### src/rtl/xmw_pipe_ctrl_pkg.sv
// Shared constants for the X/M/W pipeline controller: opcodes, bubble encoding,
// operand-select encodings, FSM states and source-register usage decode.
package pipe_pkg;

   localparam logic [6:0] OPC_LOAD   = 7'h03;
   localparam logic [6:0] OPC_STORE  = 7'h23;
   localparam logic [6:0] OPC_BRANCH = 7'h63;
   localparam logic [6:0] OPC_OP     = 7'h33;
   localparam logic [6:0] OPC_LUI    = 7'h37;
   localparam logic [6:0] OPC_AUIPC  = 7'h17;
   localparam logic [6:0] OPC_JAL    = 7'h6F;

   localparam logic [31:0] NOP_INSTR = 32'h0000_0013;

   localparam logic [1:0] SEL_REG = 2'b00;
   localparam logic [1:0] SEL_PC  = 2'b01;
   localparam logic [1:0] SEL_IMM = 2'b10;

   localparam logic [1:0] ST_RUN    = 2'd0;
   localparam logic [1:0] ST_FREEZE = 2'd1;
   localparam logic [1:0] ST_BRANCH = 2'd2;
   localparam logic [1:0] ST_BUBBLE = 2'd3;

   // U-type and JAL carry immediate bits where rs1 would be.
   function automatic logic uses_rs1(input logic [6:0] opcode);
      return !(opcode == OPC_LUI || opcode == OPC_AUIPC || opcode == OPC_JAL);
   endfunction

   function automatic logic uses_rs2(input logic [6:0] opcode);
      return (opcode == OPC_OP || opcode == OPC_STORE || opcode == OPC_BRANCH);
   endfunction

endpackage

### src/rtl/xmw_pipe_ctrl_hazard_detect.sv
// Combinational load-use detector: a non-x0 load in X whose rd feeds a source
// register the Decode instruction really reads.
module hazard_detect
   import pipe_pkg::*;
(
   input  logic [6:0] x_opcode,
   input  logic [4:0] x_rd,
   input  logic [6:0] d_opcode,
   input  logic [4:0] d_rs1,
   input  logic [4:0] d_rs2,
   output logic       lu
);

   logic rs1_hit;
   logic rs2_hit;

   assign rs1_hit = uses_rs1(d_opcode) && (d_rs1 == x_rd);
   assign rs2_hit = uses_rs2(d_opcode) && (d_rs2 == x_rd);
   assign lu      = (x_opcode == OPC_LOAD) && (x_rd != 5'd0) && (rs1_hit || rs2_hit);

endmodule

### src/rtl/xmw_pipe_ctrl.sv
// X/M/W pipeline registers with freeze / branch-squash / load-use bubble control.
// Optional performance counters are built when XMW_PERF_CNT_EN is defined.
module xmw_pipe_ctrl
   import pipe_pkg::*;
#(
   parameter int                 AWIDTH = 32,
   parameter logic [AWIDTH-1:0]  NOP    = NOP_INSTR
)(
   input  logic              clk,
   input  logic              rst_n,
   input  logic [AWIDTH-1:0] Instr_D,
   input  logic [1:0]        ASelD,
   input  logic [1:0]        BSelD,
   input  logic              RegWEnD,
   input  logic              BrTakenX,
   input  logic              DMemReady,
   output logic [AWIDTH-1:0] Instr_X,
   output logic [AWIDTH-1:0] Instr_M,
   output logic [AWIDTH-1:0] Instr_W,
   output logic [1:0]        ASelE,
   output logic [1:0]        BSelE,
   output logic              RegWEnM,
   output logic              RegWEnW,
   output logic              StallF,
   output logic              StallD,
   output logic              FlushD
`ifdef XMW_PERF_CNT_EN
   ,
   output logic [31:0]       StallCnt,
   output logic [31:0]       FlushCnt
`endif
);

   logic       reg_wen_x;
   logic       lu;
   logic [1:0] state;
   logic [1:0] decision;

   hazard_detect u_hazard_detect (
      .x_opcode (Instr_X[6:0]),
      .x_rd     (Instr_X[11:7]),
      .d_opcode (Instr_D[6:0]),
      .d_rs1    (Instr_D[19:15]),
      .d_rs2    (Instr_D[24:20]),
      .lu       (lu)
   );

   // A bubble always pushes the load into M, so a second bubble in a row is
   // never legitimate; the registered state refuses it.
   always_comb begin
      decision = ST_RUN;
      if (!rst_n)
         decision = ST_RUN;
      else if (!DMemReady)
         decision = ST_FREEZE;
      else if (BrTakenX)
         decision = ST_BRANCH;
      else if (lu && (state != ST_BUBBLE))
         decision = ST_BUBBLE;
   end

   assign StallF = (decision == ST_FREEZE) || (decision == ST_BUBBLE);
   assign StallD = StallF;
   assign FlushD = (decision == ST_BRANCH);

   always_ff @(posedge clk) begin
      if (!rst_n) begin
         state     <= ST_RUN;
         Instr_X   <= NOP;
         Instr_M   <= NOP;
         Instr_W   <= NOP;
         ASelE     <= SEL_REG;
         BSelE     <= SEL_REG;
         reg_wen_x <= 1'b0;
         RegWEnM   <= 1'b0;
         RegWEnW   <= 1'b0;
      end else begin
         state <= decision;
         case (decision)
            ST_RUN: begin
               Instr_X   <= Instr_D;
               ASelE     <= ASelD;
               BSelE     <= BSelD;
               reg_wen_x <= RegWEnD;
               Instr_M   <= Instr_X;
               RegWEnM   <= reg_wen_x;
               Instr_W   <= Instr_M;
               RegWEnW   <= RegWEnM;
            end
            ST_BRANCH, ST_BUBBLE: begin
               Instr_X   <= NOP;
               ASelE     <= SEL_REG;
               BSelE     <= SEL_REG;
               reg_wen_x <= 1'b0;
               Instr_M   <= Instr_X;
               RegWEnM   <= reg_wen_x;
               Instr_W   <= Instr_M;
               RegWEnW   <= RegWEnM;
            end
            default: begin
            end
         endcase
      end
   end

`ifdef XMW_PERF_CNT_EN
   always_ff @(posedge clk) begin
      if (!rst_n) begin
         StallCnt <= 32'd0;
         FlushCnt <= 32'd0;
      end else begin
         if (decision == ST_BUBBLE)
            StallCnt <= StallCnt + 32'd1;
         if (decision == ST_BRANCH)
            FlushCnt <= FlushCnt + 32'd1;
      end
   end
`endif

endmodule

### config.mk
export PLATFORM = sky130hd
export DESIGN_NAME = xmw_pipe_ctrl
export DESIGN_NICKNAME = d
export VERILOG_FILES = /design/src/rtl/xmw_pipe_ctrl_pkg.sv /design/src/rtl/xmw_pipe_ctrl_hazard_detect.sv /design/src/rtl/xmw_pipe_ctrl.sv
export SDC_FILE = /design/constraint.sdc
export NUM_CORES = 1
export LEC_CHECK = 0
export ABC_CLOCK_PERIOD_IN_PS = 2400
export BUFFER_PORTS_ARGS = -buffer_cell sky130_fd_sc_hd__buf_2
export CAP_MARGIN = 20
export CELL_PAD_IN_SITES_DETAIL_PLACEMENT = 1
export CELL_PAD_IN_SITES_GLOBAL_PLACEMENT = 2
export CORE_AREA = 2 2 118 120
export CTS_CLUSTER_DIAMETER = 200
export CTS_CLUSTER_SIZE = 25
export DETAILED_ROUTE_END_ITERATION = 8
export DIE_AREA = 0 0 120 122
export PLACE_DENSITY_LB_ADDON = 0.1
export SLEW_MARGIN = 20
export SYNTH_ARGS = -nofsm -noshare
export SYNTH_HDL_FRONTEND = slang
export SYNTH_SLANG_ARGS = --single-unit
### constraint.sdc
create_clock -name clk -period 2.4 [get_ports clk]
set_input_delay 0.12 -clock clk [delete_from_list [all_inputs] [get_ports clk]]
set_output_delay 0.12 -clock clk [all_outputs]
set_load 0.05 [all_outputs]
==> impl_summary.md <==
Synth
The synthesized netlist devotes 0% of its cell area to adder and majority cells. The share of the yosys chip area belonging to registers is between 50% and 60%. The flip-flop and latch count after synthesis is between 100 and 150. The xor/xnor share of the synthesized area is 2.222%. The synthesized design devotes to its leading area cell type 53.32% of total area. During synthesis, Yosys emitted a total of 0 warnings. The biggest area consumer among synthesized cells is sky130_fd_sc_hd__dfxtp_1. The distinct cell type count of the synthesized netlist is 30. The post-synth design cell area is a little under 0.004 mm^2. The share of cell area taken by muxes after synthesis is 16.76%.

After synthesis, the largest family of logic cells by area is multiplexers. In the synthesized netlist, the number of instances is 347. The post-synth net total is 388. Summing the areas of all compound-gate instances in the mapped netlist gives a little over a tenth of the synthesized area. The simple logic cell fraction of the synthesized area is 13.90%.

By area the synthesized netlist is led by sky130_fd_sc_hd__dfxtp_1 53%, sky130_fd_sc_hd__mux2i_1 17%, sky130_fd_sc_hd__nor2b_1 9.7%. Averaged over all synthesized cells, the footprint is around 11 um^2.

Drt
The first detailed-routing pass took 6 iterations. In this run the remaining antenna-violating nets after routing total 0. The initial DRC count is 83.

The wire length on met1 is 5.003 mm. For this run, design rule violations remaining after detail routing come to 0. Across all layers, the routed design uses between 3,000 and 4,000 vias. Using the TritonRoute via totals, the vias-per-cell ratio works out to roughly 4.4.

Summed over all nets, wire length on met2 after detailed routing comes to 5.252 mm. The average wire length per cell after detail routing is 15.84 um. The highest routing layer actually used is met4. The routed wire length on met3 is 555 um. For this block, the routed nets add up to 10.99 mm of wire.

Power
Combinational logic burns between 10% and 20% of the power. The static power due to leakage is 2.550 nW. The share of total power dissipated in sequential elements is 46.6%. In this run, the clock network consumes 41.5% of the power.

Dividing total power by cell area gives a power density of 721.5 mW/mm^2. The net switching power is 1.011 mW. The switching portion of total power is between 20% and 30%. VDD sags by at most around 0.28 mV. The internal power consumption is around 2.9 mW.

Floorplanning
The core region is 0.01350 mm^2. The die covers 0.01464 mm^2. The effective utilization at floorplan is 29.19%.

around 150 I/O pins were placed. From bottom edge to top edge, the die measures 122 um. The width of the chip is 120 um. The initialized floorplan defines 43 standard-cell rows.

Placement
After legalization and detailed placement, the total HPWL measured 7.778 mm. The number of I/O port buffers is 145. Prior to clock tree synthesis, the placed netlist has a worst setup slack of 316.9 ps. Once placement completed, the tool counted placed cells totaling between 600 and 700. The weighted congestion at the end of routability-driven global placement is roughly 0.71.

Timing
The hold violation total from the final report is 0. The normalized max-slew margin is a little over two fifths. The setup TNS is 0 ps. The final critical path time including I/O delays and setup is roughly 2200 ps. For the pin with the worst max-slew slack, the measured transition is about 870 ps.

The final worst clock skew is between 7 and 8 ps. The number of max-slew violations in the final report came to 0. After layout, the worst path uses 92.41% of the clock period. Once routing completed, OpenROAD measured the worst setup slack at 182.1 ps. The timing-limited maximum frequency is between 400 and 500 MHz. Setup repair after global routing left no endpoint under its margin. The count of endpoints failing setup in the final report is 0.

Outcome
The flow ran to the end, and the final reports show no timing, DRC or antenna violations.

Worst setup path
Of all nets on the critical path, the largest fanout is 6. Data on the critical path is required at its endpoint by 2280 ps. The startpoint kind of the worst setup timing path is a flop. At the worst endpoint, the arrival time is 2100 ps. The sort of element at the end of the critical path is a primary output. The worst setup path is of the flop to primary output kind. The signal on the critical path passes through xnor2_1, nand3_1, nor4_1, o21ai_1, o21ai_4, clkbuf_4. The worst-path cell with the longest stage delay is sky130_fd_sc_hd__nor4_1.

On the worst path, the slowest cell contributes a delay of roughly 370 ps.

Finish
The final layout contains 550 nets. The top cell types in the final layout, fill and taps aside, are 142 x sky130_fd_sc_hd__buf_2, 100 x sky130_fd_sc_hd__dfxtp_1, 66 x sky130_fd_sc_hd__mux2i_1. The post-route non-filler standard cell count is 694. From synthesis to final layout, the design area changed by 37.58%. The number of fill cells in the layout is 1,522. The ratio of cells with drive above 1 in the final layout is between 30% and 40%. The library cell used most frequently in the layout, excluding fill and tap cells, is sky130_fd_sc_hd__buf_2.

The antenna diode count is 0.

Clock network
The tree is rooted in a sky130_fd_sc_hd__clkbuf_16. Clock-pin slew was measured on the worst setup and hold paths at 70 ps. The number of clock sinks seen by CTS is 105.

The CTS tree is yes. The number of buffers created by CTS is 9. The clock reaches the later pin of the worst-skew pair after 350 ps. The H-tree was split into 3 levels. In this run the deepest clock path goes through 2 buffers.

Flow run
Max-cap violations in this run came to 0.

GRT
The number of antenna violations at the first check in global routing is 0. Entering global routing, the biggest net connects 50 pins. The total routing resource utilization after global routing is 15.15%. The global route total overflow is 0. The via count of the first global-routing pass came to between 3,000 and 4,000.

The first global-routing pass estimated 16.99 mm of wire.

Min path
The worst min-delay path category is input port to flop.
path summary, 6_finish.rpt:
check | from | to | slack [ps] | cells past startpoint
setup / recovery | Instr_X[11] | StallF | 180 | 6
hold / removal | Instr_D[19] | Instr_X[19] | 10 | 2
setup reg to reg | Instr_X[8] | Instr_X[8] | 300 | 6
hold reg to reg | BSelE[0] | BSelE[0] | 480 | 1
through the flow:
step                hold WS (ps)  power, mW  cell area, um^2  utilization, %
floorplan                  245.6      2.170             3960               -
finish                     13.18      3.914             5424           40.16
global placement           330.8      2.302             4872           36.08
detailed placement         338.5      2.307             4872           36.08
CTS                        1.620      3.969             5413           40.08
global route               11.89      4.085             5424           40.16
per-layer routing:
| layer | up-vias | track usage (%) |
|---|---|---|
| met1 | 1468 | 18.97 |
| met4 | 0 | 6.397 |
| met2 | 80 | 25.11 |
| met3 | 10 | 3.418 |
| li1 | 1523 | - |
| met5 | - | 0 |
power groups by stage:
stage                     logic [mW]  registers [mW]  clock network (mW)
after floorplan                0.176            1.99                   0
after global placement         0.439            1.86                   0
after CTS                      0.471            1.82                1.67
after detailed placement       0.443            1.86                   0
final                          0.465            1.82                1.63
after global routing           0.498            1.83                1.76
flip-flops by register name (all words and copies together) (netlist names):
signal     count
Instr_X       32
RegWEnM        1
ASelE          2
Instr_M       32
reg_wen_x      1
BSelE          2
state          2
RegWEnW        1
Instr_W       32
what timing repair did:
action | in CTS | in global routing
gates resized for setup | 0 | 4
setup buffers | 0 | 0
hold buffers | 21 | 0
hold endpoints to repair | 21 | 0
setup endpoints to repair | 2 | 2
Yosys cell counts:
library cell,instances
sky130_fd_sc_hd__a2111oi_4,1
sky130_fd_sc_hd__a21oi_1,4
sky130_fd_sc_hd__a22o_1,11
sky130_fd_sc_hd__a22o_2,23
sky130_fd_sc_hd__and2_1,1
sky130_fd_sc_hd__and3_1,1
sky130_fd_sc_hd__buf_1,6
sky130_fd_sc_hd__buf_4,1
sky130_fd_sc_hd__buf_6,3
sky130_fd_sc_hd__clkbuf_1,14
sky130_fd_sc_hd__dfxtp_1,105
sky130_fd_sc_hd__inv_1,4
sky130_fd_sc_hd__mux2i_1,66
sky130_fd_sc_hd__nand2_1,11
sky130_fd_sc_hd__nand2b_1,1
sky130_fd_sc_hd__nand3_1,4
sky130_fd_sc_hd__nand4_1,1
sky130_fd_sc_hd__nor2_1,7
sky130_fd_sc_hd__nor2b_1,61
sky130_fd_sc_hd__nor3_1,2
sky130_fd_sc_hd__nor3b_1,1
sky130_fd_sc_hd__nor4_1,1
sky130_fd_sc_hd__nor4_2,1
sky130_fd_sc_hd__nor4bb_1,1
sky130_fd_sc_hd__o2111a_1,1
sky130_fd_sc_hd__o211ai_2,1
sky130_fd_sc_hd__o21ai_0,3
sky130_fd_sc_hd__or4_1,1
sky130_fd_sc_hd__xnor2_1,8
sky130_fd_sc_hd__xor2_1,2
critical path: cells and delay by family (launching register included):
family,cells,cell delay (ps)
AND/OR/NAND/NOR,2,490
AO/OA/AOI/OAI,2,400
flip-flops,1,360
XOR/XNOR,1,250
buffers and inverters,1,250
cell families after synthesis:
family / Yosys count
AO/OA/AOI/OAI: 44
AND/OR/NAND/NOR: 94
buffers and inverters: 28
flip-flops: 105
multiplexers: 66
XOR/XNOR: 10
layout make-up:
cell class / instances / area, um^2 / area share [%]
clock inverter: 6 / 91.34 / 1.684
tap: 180 / 225.2 / 4.152
timing repair buffer: 175 / 1011 / 18.64
inverter: 4 / 15.01 / 0.2768
multi-input combinational: 214 / 1734 / 31.97
clock buffer: 10 / 239.0 / 4.406
sequential: 105 / 2108 / 38.87
(Power assumes the default switching activity.)
